$ cat src/rtl/alu_result_buffer_if.sv
// alu_result_buffer_if: producer/consumer handshake bundle for alu_result_buffer
// out_parity exists only when ALU_PARITY_FLAG_EN is defined.
interface alu_result_buffer_if #(
  parameter int WIDTH = 32,
  parameter int DEPTH = 2
);
  logic                       in_valid;
  logic                       in_ready;
  logic [WIDTH-1:0]           in_data;
  logic                       out_valid;
  logic                       out_ready;
  logic [WIDTH-1:0]           out_data;
  logic                       out_zero;
  logic [$clog2(DEPTH+1)-1:0] count;
`ifdef ALU_PARITY_FLAG_EN
  logic                       out_parity;
  modport slave (
    input  in_valid, in_data, out_ready,
    output in_ready, out_valid, out_data, out_zero, out_parity, count
  );
  modport master (
    output in_valid, in_data, out_ready,
    input  in_ready, out_valid, out_data, out_zero, out_parity, count
  );
`else
  modport slave (
    input  in_valid, in_data, out_ready,
    output in_ready, out_valid, out_data, out_zero, count
  );
  modport master (
    output in_valid, in_data, out_ready,
    input  in_ready, out_valid, out_data, out_zero, count
  );
`endif
endinterface

$ cat src/rtl/alu_result_buffer.sv
// alu_result_buffer: in-order FIFO capturing ALU results with per-entry zero flag
// Optional per-entry parity flag enabled by defining ALU_PARITY_FLAG_EN.
module alu_result_buffer #(
  parameter int WIDTH = 32,
  parameter int DEPTH = 2
) (
  input  logic              clk,
  input  logic              rst_n,
  input  logic              flush,
  alu_result_buffer_if.slave bus
);
  localparam int AW = $clog2(DEPTH);
  localparam int CW = $clog2(DEPTH+1);
  logic [WIDTH-1:0] data_q [DEPTH];
  logic [DEPTH-1:0] zero_q;
  logic [AW-1:0]    wr_ptr_q, wr_ptr_d, rd_ptr_q, rd_ptr_d;
  logic [CW-1:0]    count_q, count_d;
  logic             push, pop;
  assign bus.in_ready  = count_q < CW'(DEPTH);
  assign bus.out_valid = count_q != '0;
  assign bus.out_data  = data_q[rd_ptr_q];
  assign bus.out_zero  = zero_q[rd_ptr_q];
  assign bus.count     = count_q;
  assign push = bus.in_valid & bus.in_ready;
  assign pop  = bus.out_valid & bus.out_ready;
  // Pointers wrap naturally since DEPTH is a power of two
  always_comb begin
    wr_ptr_d = flush ? '0 : wr_ptr_q + AW'(push);
    rd_ptr_d = flush ? '0 : rd_ptr_q + AW'(pop);
    count_d  = flush ? '0 : count_q + CW'(push) - CW'(pop);
  end
  always_ff @(posedge clk or negedge rst_n)
    if (!rst_n) begin
      wr_ptr_q <= '0;
      rd_ptr_q <= '0;
      count_q  <= '0;
    end else begin
      wr_ptr_q <= wr_ptr_d;
      rd_ptr_q <= rd_ptr_d;
      count_q  <= count_d;
    end
  // Slot 0 is reset so the idle head reads as data=0, zero=1
  always_ff @(posedge clk or negedge rst_n)
    if (!rst_n) begin
      for (int i = 0; i < DEPTH; i++) data_q[i] <= '0;
      zero_q <= '1;
    end else if (push && !flush) begin
      data_q[wr_ptr_q] <= bus.in_data;
      zero_q[wr_ptr_q] <= bus.in_data == '0;
    end
`ifdef ALU_PARITY_FLAG_EN
  logic [DEPTH-1:0] parity_q;
  assign bus.out_parity = parity_q[rd_ptr_q];
  always_ff @(posedge clk or negedge rst_n)
    if (!rst_n) parity_q <= '0;
    else if (push && !flush) parity_q[wr_ptr_q] <= ^bus.in_data;
`endif
endmodule

$ cat src/flat_wrapper.sv
// flat-port wrapper written by rule: the top's interface ports become plain ports
module alu_result_buffer_flat 
#(
  parameter int WIDTH = 32,
  parameter int DEPTH = 2
)
  (clk, rst_n, flush, bus_in_valid, bus_in_data, bus_out_ready, bus_in_ready, bus_out_valid, bus_out_data, bus_out_zero, bus_count);
  alu_result_buffer_if #(.WIDTH(WIDTH), .DEPTH(DEPTH)) bus_i ();
  input  logic clk;
  input  logic rst_n;
  input  logic flush;
  input wire logic [$bits(bus_i.in_valid)-1:0] bus_in_valid;
  input wire logic [$bits(bus_i.in_data)-1:0] bus_in_data;
  input wire logic [$bits(bus_i.out_ready)-1:0] bus_out_ready;
  output wire logic [$bits(bus_i.in_ready)-1:0] bus_in_ready;
  output wire logic [$bits(bus_i.out_valid)-1:0] bus_out_valid;
  output wire logic [$bits(bus_i.out_data)-1:0] bus_out_data;
  output wire logic [$bits(bus_i.out_zero)-1:0] bus_out_zero;
  output wire logic [$bits(bus_i.count)-1:0] bus_count;
  assign bus_i.in_valid = bus_in_valid;
  assign bus_i.in_data = bus_in_data;
  assign bus_i.out_ready = bus_out_ready;
  assign bus_in_ready = bus_i.in_ready;
  assign bus_out_valid = bus_i.out_valid;
  assign bus_out_data = bus_i.out_data;
  assign bus_out_zero = bus_i.out_zero;
  assign bus_count = bus_i.count;
  alu_result_buffer #(.WIDTH(WIDTH), .DEPTH(DEPTH)) u_core (.clk(clk), .rst_n(rst_n), .flush(flush), .bus(bus_i));
endmodule
$ cat config.mk
export PLATFORM = sky130hd
export DESIGN_NAME = alu_result_buffer_flat
export DESIGN_NICKNAME = d
export VERILOG_FILES = /design/src/rtl/alu_result_buffer_if.sv /design/src/rtl/alu_result_buffer.sv /design/src/flat_wrapper.sv
export SDC_FILE = /design/constraint.sdc
export NUM_CORES = 1
export LEC_CHECK = 0
export CORE_MARGIN = 1.5
export CORE_UTILIZATION = 28
export DETAILED_ROUTE_END_ITERATION = 10
export GPL_ROUTABILITY_DRIVEN = 1
export GPL_TIMING_DRIVEN = 0
export SLEW_MARGIN = 10
export SYNTH_ARGS = -nofsm -noshare
export SYNTH_HDL_FRONTEND = slang
export SYNTH_SLANG_ARGS = --single-unit
$ cat constraint.sdc
create_clock -name clk -period 1.4 [get_ports clk]
set_input_delay 0.28 -clock clk [delete_from_list [all_inputs] [get_ports clk]]
set_output_delay 0.28 -clock clk [all_outputs]
set_load 0.1 [all_outputs]
==> impl_metrics.tcl, run 1 <==
set metrics [dict create \
    outcome "finished, violations left" \
    violations "setup timing" \
    viasPerCell 4.54 \
    dieArea_um2 12500 \
    ys.flop_type "dfrtp_1" \
    crit_start "u_core.rd_ptr_q" \
    worstHoldPathType "in -> async" \
    drt-initial-drc-count 69 \
    firstDrtPassIters 4 \
    min_period_ns 1.79 \
    cts_tree "done" \
    grt_pass1_vias 2684 \
    antenna_cells 0 \
    overflow 0 \
    die_y_um 112 \
    drt_wl_total_um 9240 \
    synthDominantAreaCellType "dfrtp_1" \
    arrival_ns 1.51 \
    start_util_pct 28.8 \
    grt.total_usage_pct 15.4 \
    async_flop_share_pct 100 \
    maxCapViolCount 0 \
    seq_area_frac_synth_pct 53.0 \
    synth.distinct_cells 23 \
    synth_cells 280 \
    areaGrowthSynthToFinish_pct 74.9 \
    fin_ws_ns -0.390 \
    place.gp.congestion 0.758 \
    fmax_ghz 0.559 \
    grt_max_degree 54 \
    skew_ns 0.00436 \
    avgSynthCellArea_um2 11.8 \
    die_w_um 112 \
    path_clk_slew_ns 0.06 \
    setup_viol 104 \
    finalHoldViolCount 0 \
    drive_gt1_share_pct 54.8 \
    fin_crit_sh_pct 128 \
    clk_latency_ns 0.32 \
    maxSlewViolCount 0 \
    synth_common_cells "nand2_1, dfrtp_1, mux2_2" \
    r2r_end "u_core.data_q[35]" \
    hpwlAfterDp_um 5830 \
    synth_top_area_share_pct 51.4 \
    reg2reg_depth 6 \
    path_class "reg -> out" \
    synth_edf_count 0 \
    ys_ff_latch 70 \
    antenna_left 0 \
    final_cells 539 \
    antenna_found_initial 0 \
    dp_cells 497 \
    hold_ws_ns 0.384 \
    syn_nets 319 \
    wl_per_cell_um 17.1 \
    rr_startpoint "u_core.bus.count[1]" \
    synth.most_common_cell "nand2_1" \
    cts.sinks 70 \
    io_buffers 73 \
    io_pins 74 \
    rows 39 \
    worst_pin_slew_ns 0.377 \
    ff2ff_setup_slack_ns -0.33 \
    fin_nets 430 \
    critPathCapture "bus_out_data[2]" \
    drc 0 \
    htreeDepth 3 \
    yosys_warnings 0 \
    cp-start-kind "register" \
    endpoint_kind "primary output" \
    core-area_um2 11500 \
    slew_headroom_pct 74.6 \
    rsz0062_at_grt "yes" \
    critPathMaxFanout 10 \
    ctsLongestPathBuffers 2 \
    grt_first_pass_wirelength_um 14800 \
    setup_tns_ns -25.76 \
    cts.root.buffer_cell "clkbuf_16" \
    required_ns 1.12 \
    yosys-top-cells-area "dfrtp_1, mux2_4, mux2_2" \
    netlist_area_um2 3310 \
    fillers 988 \
    cts_buffers 9 \
    fin_util_pct 50.5 \
    num_vias 2445 \
]
cells in the final DEF (no fill, tap or decap), drive strengths merged:
cell           instances
nand2b                 1
ha                     2
nor2                   3
buf                   79
clkbuf                12
nand3b                 1
nand4                  2
clkinv                 2
dlygate4sd3            1
mux2                  65
clkinvlp               1
nand2                 98
and4bb                 1
or4b                   1
dfrtp                 68
xnor2                  4
o21a                   1
dfstp                  2
clkdlybuf4s50         34
bufinv                 2
nor4b                  1
inv                    2
nor4                   8
o31ai                  2
nor2b                  2
dlygate4sd2            1
critical path: stages, from the launching register on:
cell,delay (ns)
dfrtp_1,0.38
buf_8,0.15
buf_12,0.15
mux2_4,0.33
buf_12,0.17
logic make-up (layout without fill, tap and decap cells):
| group | count (synthesis) | after routing | share of synthesized area (%) |
|---|---|---|---|
| mux | 65 | 65 | 25.4 |
| buf+inv | 18 | 134 | 3.78 |
| simple gates | 118 | 118 | 15.3 |
| compound gates | 3 | 3 | 0.681 |
| flops | 70 | 70 | 53.0 |
| fa+ha+maj | 2 | 2 | 0.756 |
| xor+xnor | 4 | 4 | 1.06 |
how the worst min path moves through the flow:
stage / slack (ns) / to / startpoint / cells after the start
global placement: 0.45 / u_core.data_q[36] / u_core.data_q[36] / 2
CTS: 0.38 / u_core.data_q[24] / rst_n / 2
detailed placement: 0.18 / u_core.data_q[24] / rst_n / 1
finish: 0.38 / u_core.data_q[24] / rst_n / 2
global route: 0.40 / u_core.data_q[24] / rst_n / 2
floorplan: -0.02 / u_core.data_q[0] / rst_n / 0
stage by stage:
stage,setup slack [ns],cell area [um2]
floorplan,-0.476,3490
global placement,-2.91,4400
detailed placement,-1.05,4430
CTS,-0.414,5650
global route,-0.431,5790
finish,-0.390,5790
cell type report:
cell class / count / area (um2) / area share, %
Sequential cell: 70 / 1760 / 30.4
Multi-Input combinational cell: 192 / 1800 / 31.1
Timing Repair Buffer: 102 / 1520 / 26.2
Inverter: 3 / 15.0 / 0.259
Tap cell: 143 / 179 / 3.09
Buffer: 13 / 198 / 3.42
Clock buffer: 12 / 246 / 4.26
Clock inverter: 4 / 70.1 / 1.21
sequential cells by signal, indices dropped and copies added (netlist names):
register	count
u_core.data_q	64
u_core.bus.count	2
u_core.zero_q	2
u_core.rd_ptr_q	1
u_core.wr_ptr_q	1
per-layer routing:
layer / vias to the layer above / wire (um) / part of all wire, % / track usage, %
met2: 61 / 4570 / 49 / 25.6
li1: 1155 / - / - / -
met3: 10 / 366 / 4.0 / 3.65
met5: - / 0 / 0 / 0
met4: 0 / 88 / 0.95 / 3.80
met1: 1219 / 4220 / 46 / 20.2
repair_timing:
action,4_1_cts,5_1_grt
hold buffers,1,0
pin swaps,12,8
gates resized for setup,390,39
gates cloned,6,0
endpoints found under the setup margin,105,104
buffers inserted,18,5
hold endpoints to repair,17,0
Power of run 1 is not shown: default switching activity piles up to over one toggle a cycle in this logic, so the estimate is an artifact.
==> inputs of run 2 (changes only) <==
Settings changed: RECOVER_POWER from default to 25, SLEW_MARGIN 10 to default.
==> run 2 against run 1 <==
  * The flow still finishes with violations (setup timing)
  * Utilization decreased by 1.0 points
  * Maximum frequency shrank 1.0%
  * Clock skew increased by 0.0012 ns
  * Die area unchanged
  * Global-route usage grew 0.39 points
  * Critical path type unchanged
==> impl_metrics.tcl, run 2 (synthesis results as in run 1) <==
set metrics [dict create \
    antenna_found_initial 0 \
    die_w_um 112 \
    cp-start-kind "register" \
    num_vias 2414 \
    start_util_pct 28.8 \
    fin_nets 426 \
    place.gp.congestion 0.758 \
    firstDrtPassIters 4 \
    drive_gt1_share_pct 53.8 \
    rows 39 \
    cp_common_cell "buf_12" \
    grt_max_degree 71 \
    antenna_cells 0 \
    grt.total_usage_pct 15.8 \
    io_pins 74 \
    endpoint_kind "primary output" \
    largest-register "u_core.data_q" \
    fmax_ghz 0.553 \
    skew_ns 0.00559 \
    drt-initial-drc-count 104 \
    arrival_ns 1.53 \
    min_period_ns 1.81 \
    hold_ws_ns 0.126 \
    drc 0 \
    largest_register_ffs 64 \
    cp_num_buf_inv 3 \
    maxCapViolCount 0 \
    outcome "finished, violations left" \
    rr_startpoint "u_core.bus.count[1]" \
    hpwlAfterDp_um 5700 \
    ctsLongestPathBuffers 2 \
    slew_headroom_pct 34.9 \
    layout_commonest_cell "dfrtp_1" \
    fin_ws_ns -0.408 \
    core-area_um2 11500 \
    crit_start "u_core.rd_ptr_q" \
    wl_per_cell_um 17.2 \
    crit_chain "buf_8 -> buf_12 -> mux2_4 -> buf_12" \
    cts.sinks 70 \
    violations "setup timing" \
    grt_pass1_vias 2711 \
    htreeDepth 3 \
    areaGrowthSynthToFinish_pct 71.4 \
    worstHoldPathType "in -> async" \
    rsz0062_at_grt "yes" \
    worst_pin_slew_ns 0.977 \
    critPathMaxFanout 10 \
    setup_viol 104 \
    required_ns 1.12 \
    cts_buffers 9 \
    drt_wl_total_um 9200 \
    critPathTopFamily "buffers and inverters" \
    crit_path_top_delay_cell "dfrtp_1" \
    die_y_um 112 \
    viasPerCell 4.51 \
    antenna_left 0 \
    maxSlewViolCount 0 \
    layout_common_cells "dfrtp_1, mux2_4, nand2_1" \
    finalInstanceArea_um2 5670 \
    clk_latency_ns 0.34 \
    max_stage_delay_ns 0.38 \
    path_class "reg -> out" \
    postPlaceCellArea_um2 4400 \
    cts.root.buffer_cell "clkbuf_16" \
    dieArea_um2 12500 \
    cts_tree "done" \
    fin_crit_sh_pct 129 \
    grt_first_pass_wirelength_um 15000 \
    cts_hold_buffers 0 \
    path_clk_slew_ns 0.05 \
    finalHoldViolCount 0 \
    overflow 0 \
    io_buffers 73 \
]
## run 2: cell types whose count changed in the layout (fill, tap and decap cells not counted), moves of 2 or more
cell | previous run | this run
nand2_2 | 32 | 29
buf_6 | 6 | 10
buf_8 | 10 | 6
buf_16 | 5 | 3
mux2_4 | 61 | 63
buf_4 | 13 | 10
bufinv_16 | 2 | 0
nand2_4 | 10 | 13
clkbuf_8 | 1 | 3
mux2_2 | 4 | 2
## run 2: final timing paths
check | endpoint | cells after the start | slack, ns
max | bus_out_data[15] | 4 | -0.41
min | u_core.data_q[26] | 1 | 0.13
max reg2reg | u_core.data_q[19] | 5 | -0.24
min reg2reg | u_core.data_q[35] | 2 | 0.48
max in group asynchronous | u_core.bus.count[0] | 1 | 0.55
min in group clk | u_core.bus.count[1] | 2 | 0.47
## run 2: through the flow
| step | setup TNS, ns | instances | worst slack, ns | util (%) |
|---|---|---|---|---|
| floorplan | -17.64 | 280 | -0.476 | - |
| global placement | -236.75 | 496 | -2.91 | 38.4 |
| detailed placement | -70.16 | 496 | -1.04 | 38.4 |
| CTS | -27.64 | 537 | -0.429 | 48.7 |
| global route | -30.72 | 535 | -0.440 | 49.4 |
| finish | -25.68 | 535 | -0.408 | 49.4 |
## run 2: what timing repair did
item,CTS,global route
setup endpoints to repair,105,104
hold endpoints to repair,0,0
gates resized for setup,393,48
gates cloned,6,0
pin swaps,10,9
setup buffers,20,4
## run 2: worst register-to-register path: cells and delay by family (launching register included)
kind,cells,cell delay [ns]
flip-flops,1,0.51
buffers and inverters,3,0.44
multiplexers,1,0.30
AND/OR/NAND/NOR,1,0.29
## run 2: final cells by class
cell class | instances | area [um2]
fill | 995 | 5800
multi-input combinational | 192 | 1810
sequential | 70 | 1760
timing repair buffer | 99 | 1440
clock buffer | 15 | 278
buffer | 12 | 185
tap | 143 | 179
inverter | 3 | 15.0
clock inverter | 1 | 5.00
## run 2: routing by layer
metal,routed length [um],GRT usage (%)
met1,4190,20.8
met3,359,4.35
met4,129,5.06
met5,0,0
met2,4520,25.2
Power of run 2 is left out for the same reason.
